==> config.mk <==
export PLATFORM = sky130hd
export DESIGN_NAME = xorshift_prng_multi
export DESIGN_NICKNAME = d
export VERILOG_FILES = /design/src/rtl/xorshift_prng_multi.sv
export SDC_FILE = /design/constraint.sdc
export NUM_CORES = 1
export LEC_CHECK = 0
export BUFFER_PORTS_ARGS = -buffer_cell sky130_fd_sc_hd__buf_2
export CORE_AREA = 2 2 137 139
export DETAILED_ROUTE_END_ITERATION = 7
export DIE_AREA = 0 0 139 141
export PLACE_DENSITY = 0.78
export SYNTH_ARGS = -nofsm -noshare
export SYNTH_HDL_FRONTEND = slang
export SYNTH_SLANG_ARGS = --single-unit
==> constraint.sdc <==
create_clock -name clk -period 2.5 [get_ports clk]
set_clock_uncertainty 0.2 [all_clocks]
set_input_delay 0.125 -clock clk [delete_from_list [all_inputs] [get_ports clk]]
set_output_delay 0.125 -clock clk [all_outputs]
set_load 0.02 [all_outputs]
==> src/rtl/xorshift_prng_multi.sv <==
// Multi-lane xorshift PRNG with explicit seeding, zero-seed repair,
// a discarded warm-up run after every seed load, and a valid/ready output.
module xorshift_prng_multi #(
  parameter int unsigned RADIX  = 64,
  parameter int unsigned LANES  = 2,
  parameter int unsigned SH_A   = 21,
  parameter int unsigned SH_B   = 35,
  parameter int unsigned SH_C   = 4,
  parameter int unsigned WARMUP = 4
) (
  input  logic                   clk,
  input  logic                   rst_n,
  input  logic                   seed_we,
  input  logic [LANES*RADIX-1:0] seed,
  output logic                   rnd_valid,
  input  logic                   rnd_ready,
  output logic [LANES*RADIX-1:0] rnd_out,
  output logic                   seeded
);

  localparam int unsigned CW = $clog2(WARMUP + 1);

  typedef enum logic [1:0] {
    ST_UNSEEDED = 2'd0,
    ST_WARMUP   = 2'd1,
    ST_READY    = 2'd2
  } state_e;

  state_e                        state_q, state_d;
  logic [CW-1:0]                 cnt_q, cnt_d;
  logic [LANES-1:0][RADIX-1:0]   lane_q, lane_d;
  logic                          seeded_q, seeded_d;
  logic                          advance;
  logic [RADIX-1:0]              seed_slice;

  // One xorshift step; bits shifted past either end are simply lost.
  function automatic logic [RADIX-1:0] step_f(input logic [RADIX-1:0] x);
    logic [RADIX-1:0] y;
    logic [RADIX-1:0] z;
    y = x ^ (x << SH_A);
    z = y ^ (y >> SH_B);
    return z ^ (z << SH_C);
  endfunction

  // Next-state logic: warm-up stepping, handshake stepping, seed override.
  // NOTE: every variable gets a default at the top of the block, so no path
  // leaves one unassigned and no latch is inferred.
  always_comb begin
    state_d    = state_q;
    cnt_d      = cnt_q;
    lane_d     = lane_q;
    seeded_d   = seeded_q;
    advance    = 1'b0;
    seed_slice = '0;

    case (state_q)
      ST_WARMUP: begin
        advance = 1'b1;
        cnt_d   = cnt_q - CW'(1);
        if (cnt_q == CW'(1)) state_d = ST_READY;
      end
      ST_READY: begin
        // rnd_valid is 1 here, so rnd_ready alone completes the handshake.
        advance = rnd_ready;
      end
      ST_UNSEEDED: ;
      default: state_d = ST_UNSEEDED;
    endcase

    if (advance) begin
      for (int i = 0; i < int'(LANES); i++) lane_d[i] = step_f(lane_q[i]);
    end

    // A seed load wins over any step; a same-cycle handshake has already
    // taken the word on rnd_out, so nothing is lost.
    if (seed_we) begin
      for (int i = 0; i < int'(LANES); i++) begin
        seed_slice = seed[i*RADIX +: RADIX];
        // Zero is a fixed point of the step, so give each lane a distinct
        // nonzero replacement.
        lane_d[i]  = (seed_slice == '0) ? RADIX'(i + 1) : seed_slice;
      end
      cnt_d    = CW'(WARMUP);
      state_d  = ST_WARMUP;
      seeded_d = 1'b1;
    end
  end

  // State registers; lanes are cleared on reset because rnd_out must read 0.
  // NOTE: sequential state uses non-blocking assignments so every register
  // samples the pre-edge value of its inputs.
  always_ff @(posedge clk or negedge rst_n) begin
    if (!rst_n) begin
      state_q  <= ST_UNSEEDED;
      cnt_q    <= '0;
      lane_q   <= '0;
      seeded_q <= 1'b0;
    end else begin
      state_q  <= state_d;
      cnt_q    <= cnt_d;
      lane_q   <= lane_d;
      seeded_q <= seeded_d;
    end
  end

  assign rnd_valid = (state_q == ST_READY);
  assign rnd_out   = lane_q;
  assign seeded    = seeded_q;

endmodule

==> metrics.cfg <==
[outcome]
status=finished, violations left
violations=hold timing

[drt]
wl_per_cell_microns=22.2
drc=0
route.vias.total=8889
drt_iter0_drc=797
drt-pass1-iter-count=7
drt-total-wl_microns=34700
vias_per_cell=5.68
postRouteAntennaNets=0

[synth]
synth_xor_area_share_pct=38.7
synth_top_family_by_area=XOR/XNOR gates
syn-mean-instance-area_sq_um=10.5
ys_types=33
syn_area_sq_um=9600
synth-simple-area-share_pct=11.1
synth-seq-cells=134
synth_cells=918
synthAdderAreaFrac_pct=0.521
syn_nets=1054
synth_warnings=0
synthMuxAreaShare_pct=7.56
ys_seq_area_share_pct=34.9
synth_compound_gate_area_share_pct=5.14

[sta]
drv_slew=0
whs_ns=-0.000755
period_share_pct=92.4
rsz0062_at_grt=no
max-slew-margin-rel_pct=49.1
tns_ns=0
fmax_mhz=433
tightest_slew_ns=0.763
fin_crit_ns=2.31
setup_viol=0
final_hold_viol_count=1

[flow_run]
cap_viol_max_count=0

[clock_tree]
cts.path.max_buffers=2
cts_tree=done
cts_num_sinks=134
numCtsBuffers=17
clk_pin_slew_worst_paths_ns=0.06
h-tree-depth=4
post_cts_buffers=0
insertion_delay_ns=0.43
root_buffer=clkbuf_16

[hold_path]
holdCritStartpoint=seed_we
holdPathStages=3
hold_class=input port to register
hold_end=rnd_out[122]

[worst_setup_path]
startpoint=state_q[0]
cpPeakStageDelay_ns=0.41
slowest_stage=dfrtp_1
setup.worst_path.class=register to register
cp.required_ns=2.60
critPathArrivalTime_ns=2.41
reg2regPathDepth=7
start_kind=register
ff2ff_setup_slack_ns=0.19
critPathBufInv=1
cpLargestDelayFamily=compound AO/OA/AOI/OAI gates
cp_max_fo=38
r2r-start=state_q[0]
crit_path_end_kind=register
cp_cell_sequence=ha_1 > a21oi_2 > or2_2 > buf_12 > nor3_1 > mux2_1 > a221o_1
worstReg2RegEnd=rnd_out[30]

[layout]
drive_above_1_share_pct=30.6
syn_to_final_growth_pct=38.1
nFillCells=1196
final_common_cell=buf_2
fin_nets=1454
layout_common_cells=buf_2 (259), xor2_1 (194), dfrtp_1 (134), nand2_1 (132), dlygate4sd3_1 (131)
fin_area_sq_um=13300

[floorplan]
dieArea_sq_um=19600
die_w_microns=139
ioPinCount=262
rows=50
coreArea_sq_um=18300
initial_core_util_pct=52.5
die_h_microns=141

[placement]
gp_congestion=0.958
place_area_sq_um=11300
hpwl_microns=22600
portBuffers=261

[grt]
grt_pass1_wl_microns=52700
grt_util_all_layers_pct=35.5
first_global_vias=9190
antenna_found_initial=1
grt_max_degree=85
overflow=0

-- repair_timing --
action                                 in CTS  in global routing
hold buffers                              131                  0
endpoints found under the hold margin     203                  0
setup endpoints to repair                   0                  2
resized for setup                           0                  2
-- state kept, by name, indices dropped and copies added (netlist names) --
name / cells
seeded: 1
rnd_out: 128
cnt_q: 3
state_q: 2
-- cells by family after synthesis --
logic type / Yosys count
xor gates and xnor gates: 337
and+or+nand+nor: 244
DFF: 134
AOI/OAI and AO/OA: 85
muxes: 65
buffers and inverters: 49
adders and majority gates: 4
-- final cells by class --
class / instances / area [sq um] / area share (%)
sequential: 134 / 3350 / 25.3
tap: 234 / 293 / 2.21
inverter: 5 / 18.8 / 0.142
multi-input combinational: 735 / 6060 / 45.7
clock buffer: 20 / 467 / 3.52
antenna: 1 / 2.50 / 0.0189
timing repair buffer: 425 / 2940 / 22.2
clock inverter: 11 / 125 / 0.944
-- worst register-to-register path: stages (launching register included) --
cell and delay (ns):
dfrtp_1 0.41, ha_1 0.29, a21oi_2 0.20, or2_2 0.20, buf_12 0.23, nor3_1 0.07
mux2_1 0.33, a221o_1 0.27
-- metrics by stage --
step                      hold slack (ns)  utilization (%)  setup slack [ns]  instances
after floorplan                    -0.371                -             0.247        918
after global placement             0.0173             62.1             0.193       1402
after detailed placement           0.0178             62.1            0.0944       1402
after CTS                         0.00463             72.5            0.0868       1564
after global routing               0.0394             72.6            0.0663       1565
final                           -0.000755             72.6             0.190       1565
-- per-layer routing --
| layer | track usage, % | share of wire, % |
|---|---|---|
| met5 | 0 | 0 |
| met4 | 23.3 | 7.4 |
| met3 | 10.3 | 10 |
| met2 | 57.1 | 47 |
| met1 | 41.7 | 36 |
-- how the worst max path moves through the flow --
stage                              to  slack, ns  cells after the start
final                     rnd_out[30]       0.19                      7
after global routing      rnd_out[30]       0.07                      7
after CTS                 rnd_out[30]       0.09                      7
after detailed placement  rnd_out[30]       0.09                      7
after global placement    rnd_out[30]       0.19                      7
after floorplan           rnd_out[85]       0.25                     10
-- cell usage after synthesis --
library cell	number	area [sq um]
dfrtp_1	134	3350
clkbuf_1	32	120
a221o_1	6	60.1
mux2i_1	5	50.1
clkbuf_2	1	5.00
xnor3_1	45	1010
ha_1	4	50.1
xor2_2	11	179
o22a_1	2	17.5
xor3_1	1	23.8
nand4_1	8	50.1
xnor2_1	80	701
nor2_1	50	188
nor3_1	6	30.0
mux2_2	59	664
xor2_1	194	1700
mux2_1	1	11.3
xnor2_2	6	97.6
inv_1	5	18.8
nor4_1	34	213
nor2b_1	7	43.8
o21bai_1	1	7.51
buf_2	11	55.1
a211oi_1	4	30.0
a21oi_1	2	10.0
o21ai_0	64	320
nand2_1	132	495
and3_1	1	6.26
nand2b_1	3	18.8
a21o_1	4	30.0
a221oi_1	1	8.76
or2_2	3	18.8
a31o_2	1	8.76
Power is not shown: default switching activity piles up to over one toggle a cycle in this logic, so the estimate is an artifact.
